**config.mk**
```make
export PLATFORM = sky130hd
export DESIGN_NAME = pwm_ramp_ctrl
export DESIGN_NICKNAME = d
export VERILOG_FILES = /design/src/rtl/pwm_ramp_ctrl.sv
export SDC_FILE = /design/constraint.sdc
export NUM_CORES = 1
export LEC_CHECK = 0
export BUFFER_PORTS_ARGS = -buffer_cell sky130_fd_sc_hd__clkbuf_2
export CORE_ASPECT_RATIO = 0.75
export CORE_MARGIN = 5
export CORE_UTILIZATION = 55
export DETAILED_ROUTE_END_ITERATION = 10
export PLACE_DENSITY = 0.84
export SLEW_MARGIN = 20
export SYNTH_ARGS = -nofsm -noshare
export SYNTH_HDL_FRONTEND = slang
export SYNTH_SLANG_ARGS = --single-unit
```
**constraint.sdc**
```tcl
create_clock -name clk -period 11.4 [get_ports clk]
set_input_delay 2.28 -clock clk [delete_from_list [all_inputs] [get_ports clk]]
set_output_delay 2.28 -clock clk [all_outputs]
set_load 0.01 [all_outputs]
```
**src/rtl/pwm_ramp_ctrl.sv**
```systemverilog
// PWM period/duty sequencer: applies new periods and ramps duty only at frame boundaries.
// Optional build macro DUTY_CLAMP_EN clamps the accepted duty target to the new period.
module pwm_ramp_ctrl #(
    parameter int          W            = 8,
    parameter int          DIV_W        = 8,
    parameter int unsigned RESET_PERIOD = 255
) (
    input  logic             clk,
    input  logic             rst_n,
    input  logic             cfg_valid,
    output logic             cfg_ready,
    input  logic [W-1:0]     cfg_period,
    input  logic [W-1:0]     cfg_duty,
    input  logic [W-1:0]     cfg_step,
    input  logic [DIV_W-1:0] cfg_div,
    input  logic             stop,
    output logic [W-1:0]     period_out,
    output logic [W-1:0]     duty_out,
    output logic             frame_start,
    output logic             busy,
    output logic             done
);

    typedef enum logic [1:0] {S_IDLE, S_WAIT_FRAME, S_RAMP} state_t;

    state_t           r_state;
    state_t           w_state_nxt;
    logic [W-1:0]     r_frame_cnt;
    logic [W-1:0]     r_period;
    logic [W-1:0]     r_duty;
    logic [W-1:0]     r_pend_period;
    logic [W-1:0]     r_target;
    logic [W-1:0]     r_step;
    logic [DIV_W-1:0] r_div;
    logic [DIV_W-1:0] r_div_cnt;
    logic             r_frame_start;
    logic             r_done;

    logic [W-1:0]     w_period_nxt;
    logic [W-1:0]     w_duty_nxt;
    logic [DIV_W-1:0] w_div_cnt_nxt;
    logic             w_done_nxt;
    logic             w_boundary;
    logic             w_accept;
    logic [W-1:0]     w_step_eff;
    logic [DIV_W-1:0] w_div_eff;
    logic [W-1:0]     w_target_in;
    logic [W-1:0]     w_stepped;

    // >= rather than == so a period shrinking below the running count still wraps.
    assign w_boundary = (r_frame_cnt >= r_period);
    assign w_accept   = cfg_valid && (r_state == S_IDLE);
    assign w_step_eff = (cfg_step == '0) ? W'(1) : cfg_step;
    assign w_div_eff  = (cfg_div == '0) ? DIV_W'(1) : cfg_div;

`ifdef DUTY_CLAMP_EN
    assign w_target_in = (cfg_duty > cfg_period) ? cfg_period : cfg_duty;
`else
    assign w_target_in = cfg_duty;
`endif

    // Saturating step toward the target using differences, so no wrap can occur.
    always_comb begin
        w_stepped = r_target;
        if (r_duty < r_target) begin
            if ((r_target - r_duty) > r_step) w_stepped = r_duty + r_step;
        end else if (r_duty > r_target) begin
            if ((r_duty - r_target) > r_step) w_stepped = r_duty - r_step;
        end
    end

    always_comb begin
        // NOTE: every output of this block is given a default first so no latch is inferred.
        w_state_nxt   = r_state;
        w_period_nxt  = r_period;
        w_duty_nxt    = r_duty;
        w_div_cnt_nxt = r_div_cnt;
        w_done_nxt    = 1'b0;
        unique case (r_state)
            S_IDLE: begin
                if (cfg_valid) w_state_nxt = S_WAIT_FRAME;
            end
            S_WAIT_FRAME: begin
                if (stop) begin
                    w_state_nxt = S_IDLE;
                end else if (w_boundary) begin
                    w_period_nxt  = r_pend_period;
                    w_div_cnt_nxt = '0;
                    if (r_duty == r_target) begin
                        w_done_nxt  = 1'b1;
                        w_state_nxt = S_IDLE;
                    end else begin
                        w_state_nxt = S_RAMP;
                    end
                end
            end
            S_RAMP: begin
                if (stop) begin
                    w_state_nxt = S_IDLE;
                end else if (w_boundary) begin
                    if (r_div_cnt == r_div - DIV_W'(1)) begin
                        w_div_cnt_nxt = '0;
                        w_duty_nxt    = w_stepped;
                        if (w_stepped == r_target) begin
                            w_done_nxt  = 1'b1;
                            w_state_nxt = S_IDLE;
                        end
                    end else begin
                        w_div_cnt_nxt = r_div_cnt + DIV_W'(1);
                    end
                end
            end
            default: w_state_nxt = S_IDLE;
        endcase
    end

    // NOTE: sequential state uses non-blocking assignments so all registers update together.
    always_ff @(posedge clk or negedge rst_n) begin
        if (!rst_n) begin
            r_state       <= S_IDLE;
            r_frame_cnt   <= '0;
            r_frame_start <= 1'b0;
            r_period      <= W'(RESET_PERIOD);
            r_duty        <= '0;
            r_div_cnt     <= '0;
            r_done        <= 1'b0;
        end else begin
            r_state       <= w_state_nxt;
            r_frame_cnt   <= w_boundary ? '0 : r_frame_cnt + W'(1);
            r_frame_start <= w_boundary;
            r_period      <= w_period_nxt;
            r_duty        <= w_duty_nxt;
            r_div_cnt     <= w_div_cnt_nxt;
            r_done        <= w_done_nxt;
        end
    end

    // NOTE: pending registers are reset too, so the first WAIT_FRAME never sees X values.
    always_ff @(posedge clk or negedge rst_n) begin
        if (!rst_n) begin
            r_pend_period <= W'(RESET_PERIOD);
            r_target      <= '0;
            r_step        <= W'(1);
            r_div         <= DIV_W'(1);
        end else if (w_accept) begin
            r_pend_period <= cfg_period;
            r_target      <= w_target_in;
            r_step        <= w_step_eff;
            r_div         <= w_div_eff;
        end
    end

    assign cfg_ready   = (r_state == S_IDLE);
    assign busy        = (r_state != S_IDLE);
    assign period_out  = r_period;
    assign duty_out    = r_duty;
    assign frame_start = r_frame_start;
    assign done        = r_done;

endmodule

```
# Yosys cells after proc, flatten, opt, wreduce, memory -nomap -nowiden
# Index checks and enable logic that the tools add are counted.
# Widths: inputs -> output; s select.
[classes] add_sub_neg=7 n_lt_le_gt_ge=5 eq_ne=14 mux=30 n_bitwise=1 n_reduce_logical=10
[ops] op="$mux 8" n=12
[ops] op="$eq 8x8->1" n=3
[ops] op="$gt 8x8->1" n=3
[ops] op="$sub 8x8->8" n=3
[ops] op="$add 8x1->8 const B" n=2
[ops] op="$logic_not 8->1" n=2
[ops] op="$mux 2" n=8
[ops] op="$pmux 8 s2" n=1
[ops] op="$ne 3x3->1 const B" n=4
[ops] op="$ne 2x2->1 const B" n=5
[ops] op="$reduce_and 5->1" n=2
[ops] op="$add 8x8->8" n=1
[ops] op="$ge 8x8->1" n=1
[ops] op="$lt 8x8->1" n=1
[ops] op="$sub 8x1->8 const B" n=1
[ops] op="$mux 1" n=7
[ops] op="$pmux 2 s3" n=1
[ops] op="$reduce_and 4->1" n=1
[ops] op="$reduce_bool 2->1" n=2
[ops] op="$reduce_and 3->1" n=1
[ops] op="$eq 2x1->1 const B" n=1
[ops] op="$eq 2x2->1 const B" n=1
[ops] op="$logic_not 2->1" n=1
[ops] op="$pmux 1 s2" n=1
[ops] op="2 further kinds" n=2
[totals] register_bits=68 inputBits=36 out_inout_bits=20 word_cells=78

# Longest topological paths before layout
[depth] ltp_word=11 depth_mapped=20 depth_no_buf=19

# Least setup slack after synthesis
# Ideal clock, no wire load.
[synth_timing] path_type="reg-to-reg" from="reg r_duty[0] (netlist: duty_out[0])" to="reg r_state[0]" setup_ps=129 arrival_time_ps=3678 required_time_ps=11271 path_slack_ps=7594 path_stages_with_launch=18 n_path_buf=0 period_less_slack_ps=3806 path_cell_list="dfrtp_1 > inv_1 > ha_1 > inv_1 > fa_1 > a211oi_2 > o21bai_1 > a21oi_1 > xnor2_1 > ha_1 > a21oi_1 > a21boi_0 > o311ai_2 > a21oi_1 > o41a_1 > o211ai_2 > a31oi_2 > mux2i_1"
[synth_between] elab_chain_cells=8 word_cells_on_any_way=15 classes_between="4 x add/sub; 4 x order compare; 2 x eq/ne; 4 x mux; 1 x reduce/logical"
[synth_rtl] element="start, declared" line="30" source="logic [W-1:0] r_duty;"
[synth_rtl] element="start signal, assigned" line="132" source="r_duty <= w_duty_nxt;"
[synth_rtl] element="$sub 8x8->8" line="68" source="if ((r_duty - r_target) > r_step) w_stepped = r_duty - r_step;"
[synth_rtl] element="$gt 8x8->1" line="68"
[synth_rtl] element="$mux 8" line="68"
[synth_rtl] element="$mux 8" line="67" source="end else if (r_duty > r_target) begin"
[synth_rtl] element="$mux 8 *" line="65" source="if (r_duty < r_target) begin"
[synth_rtl] element="$eq 8x8->1 *" line="104" source="if (w_stepped == r_target) begin"
[synth_rtl] element="$ne 3x3->1 (no source line) *"
[synth_rtl] element="$reduce_and 5->1 (no source line) *"
[synth_rtl] element="end signal, assigned" line="128" source="r_state <= w_state_nxt;"
[synth_rtl] element="end, declared" line="26" source="state_t r_state;"
# Mark *: on every way between the ends. The rest lies on a longest branch, timed or not.
# A chain may end at the register's enable or synchronous reset.

# Worst setup path in the final report
[layout_timing] from="reg r_duty[1] (netlist: duty_out[1])" to="reg r_state[0]"
# The elaborated chain is that of the path after synthesis.

==> impl_metrics.env <==
export IMPL_drtIter0Drc=376
export IMPL_syn_nets=663
export IMPL_min_period_ns=4.49
export IMPL_area_growth_pct=12.2
export IMPL_cts_clk_slew_worst_paths_ns=0.06
export IMPL_max_slew_worst_pin_slew_ns=0.949
export IMPL_fin_tns_setup_ns=0
export IMPL_port_buffers=55
export IMPL_min_path_type="reg -> reg"
export IMPL_status="completed"
export IMPL_hold_depth=2
export IMPL_ys_types=59
export IMPL_register_area_mm2=0.00172
export IMPL_drv_cap=0
export IMPL_drc=0
export IMPL_crit_type="reg -> reg"
export IMPL_skew_ns=0.00743
export IMPL_reg2reg_from="duty_out[1]"
export IMPL_firstDrtPassIters=5
export IMPL_hold_end="period_out[2]"
export IMPL_antenna_cells=0
export IMPL_fin_nets=711
export IMPL_cpPeakStageDelay_ns=0.58
export IMPL_dieWidth_um=123
export IMPL_power_density_mw_per_mm2=287
export IMPL_yosys_area_top_type="dfrtp_1"
export IMPL_tritoncts="built"
export IMPL_maxSlewHeadroom_pct=35.1
export IMPL_crit_chain="inv_1, fa_1, a21o_1, a21oi_1, o21bai_1, a21oi_1, xnor2_1, ha_1, a21oi_1, nand2_1, a21oi_1, a211o_1, inv_1, a21oi_1, o211ai_2, a31oi_2, mux2i_1"
export IMPL_async_flop_share_pct=100
export IMPL_grt_first_pass_wirelength_mm=21.9
export IMPL_yosys_warnings=0
export IMPL_cts_buffers=9
export IMPL_grt_use_total_pct=24.2
export IMPL_place_gp_congestion=1.02
export IMPL_viasPerCell=5.92
export IMPL_post_dp_cell_area_mm2=0.00558
export IMPL_postRouteAntennaNets=0
export IMPL_fin_crit_sh_pct=39.3
export IMPL_post_cts_buffers=0
export IMPL_setup_viol=0
export IMPL_ys_seq_area_share_pct=33.0
export IMPL_die_y_um=94.4
export IMPL_synth_avg_cell_area_um2=9.25
export IMPL_drive_gt1_share_pct=20.2
export IMPL_post_dp_hpwl_mm=10.3
export IMPL_end_kind="flip-flop"
export IMPL_multi_input_area_mm2=0.00321
export IMPL_wl_per_cell_um=18.0
export IMPL_grt_pass1_vias=4307
export IMPL_grt_remaining_overflow=0
export IMPL_grt_max_degree=69
export IMPL_cts_buffer_depth=2
export IMPL_start_kind="flip-flop"
export IMPL_cts_hold_buf=0
export IMPL_start_util_pct=57.1
export IMPL_synth_top_cell_area_share_pct=23.9
export IMPL_rr_endpoint="r_state[0]"
export IMPL_fmax_ghz=0.223
export IMPL_finalWorstSetupSlack_ns=6.91
export IMPL_drv_slew=0
export IMPL_cts_max_level=3
export IMPL_synthCells=565
export IMPL_cpMaxStageDelayCell="dfrtp_1"
export IMPL_fillCellCount=790
export IMPL_ios=56
export IMPL_cts_resized=0
export IMPL_syn_cell_area_mm2=0.00523
export IMPL_vdd_ir_drop_max_uv=148
export IMPL_numClockSinks=68
export IMPL_synth_edf_count=0
export IMPL_r2r_slack_ns=6.91
export IMPL_power_mw=1.68
export IMPL_cp_data_arrival_time_ns=4.75
export IMPL_ys_ff_latch=68
export IMPL_num_vias=4419
export IMPL_crit_path_frequent_cell="a21oi_1"
export IMPL_reg2reg_depth=17
export IMPL_synth_area_leaders="dfrtp_1 24%, ha_1 14%, dfstp_2 9.0%, mux2_2 6.9%, xnor2_1 5.2%"
export IMPL_hold_start="r_pend_period[2]"
export IMPL_synth_ff_type="dfrtp_1"
export IMPL_die_area_mm2=0.0116
export IMPL_root_buffer="clkbuf_16"
export IMPL_cp_required_ns=11.66
export IMPL_grt_setup_unrepaired="false"
export IMPL_core_area_mm2=0.00916
export IMPL_num_rows=30
export IMPL_fin_area_mm2=0.00586
export IMPL_pre_cts_ws_ns=7.02
export IMPL_worst_hold_slack_ns=0.476
export IMPL_insertion_delay_ns=0.34
export IMPL_hold_viol_final=0
export IMPL_worstPathMaxFanout=11
export IMPL_wirelength_mm=13.5
export IMPL_p_leak_nw=2.78
export IMPL_crit_start="duty_out[1]"
export IMPL_antenna_found_initial=0
==> metrics by stage <==
| stage | utilization, % | std cells |
|---|---|---|
| after global routing | 64.0 | 746 |
| final | 64.0 | 746 |
| after CTS | 64.0 | 746 |
| after global placement | 61.0 | 730 |
| after floorplan | - | 565 |
| after detailed placement | 61.0 | 730 |
==> power by group <==
part	internal, mW	switching (mW)	total, mW
Combinational	0.434	0.590	1.02
Sequential	0.317	0.0683	0.385
Clock	0.169	0.102	0.271
==> flip-flops by register name, indices dropped and copies added (netlist names) <==
| name | count |
|---|---|
| period_out | 8 |
| r_div_cnt | 8 |
| r_step | 8 |
| r_state | 2 |
| done | 1 |
| duty_out | 8 |
| frame_start | 1 |
| r_pend_period | 8 |
| r_div | 8 |
| r_frame_cnt | 8 |
| r_target | 8 |
==> cells in the mapped netlist (all sizes together) (4+ instances only) <==
cell type and instances:
a21oi 36, xnor2 31, and2 4, nand2b 10, o22ai 6, mux2 32, fa 4, nor2 33
o21ai 41, dfstp 18, buf 9, o21bai 6, a31oi 4, nor3 9, or3 5, a21o 10
a211oi 5, nand2 27, nand4 10, nor2b 6, clkbuf 11, ha 58, o211ai 8, and3 10
xor2 15, nand3 15, inv 54, dfrtp 50
==> routing by layer <==
| layer | track usage, % | share of wire (%) | vias to the layer above |
|---|---|---|---|
| li1 | - | - | 2101 |
| met1 | 34.1 | 47 | 2143 |
| met2 | 36.2 | 44 | 157 |
| met3 | 7.07 | 7.5 | 18 |
| met4 | 6.99 | 1.3 | 0 |
| met5 | 0 | 0 | - |
==> cell type report <==
type	instances	area share (%)
inverters	54	3.46
clock buffers	13	4.10
repair buffers	57	4.95
clock inverters	3	0.683
well taps	128	2.73
flip-flops and latches	68	29.4
multi-input cells	423	54.7
==> logic make-up (layout without fill, tap and decap cells) <==
family	after synthesis	count (layout)	share of synthesized area, %
AOI/OAI and AO/OA	141	141	17.3
and+or+nand+nor	140	140	13.7
buffers and inverters	74	127	5.65
DFF	68	68	33.0
adders and majority gates	62	62	15.4
xor gates and xnor gates	46	46	7.71
muxes	34	34	7.28
==> worst max path at each step <==
stage	depth (start not counted)	slack (ns)	to
5_1_grt	17	6.64	r_state[0]
3_5_place_dp	16	7.02	r_state[1]
3_3_place_gp	16	7.15	r_state[1]
6_report	17	6.91	r_state[0]
4_1_cts	16	7.01	r_state[1]
2_1_floorplan	17	7.59	r_state[0]
==> placed cells by master, fill, tap and decap left out, drive strengths merged, types with 8 or more instances in the layout <==
cell type  count
dfstp         18
xnor2         31
nand4         10
nor2          33
inv           54
nand3         15
nand2         27
mux2          32
clkbuf        67
ha            58
o211ai         8
o21ai         41
and3          10
xor2          15
nor3           9
a21o          10
a21oi         36
dfrtp         50
nand2b        10
==> worst max-delay path, delay by kind of cell, from the launching register on <==
family / cells / cell delay [ns]
adders and majority gates: 2 / 0.76
AOI/OAI and AO/OA: 10 / 2.24
DFF: 1 / 0.58
muxes: 1 / 0.22
xor gates and xnor gates: 1 / 0.16
and+or+nand+nor: 1 / 0.08
buffers and inverters: 2 / 0.36
Power figures use the tool's default switching activity.
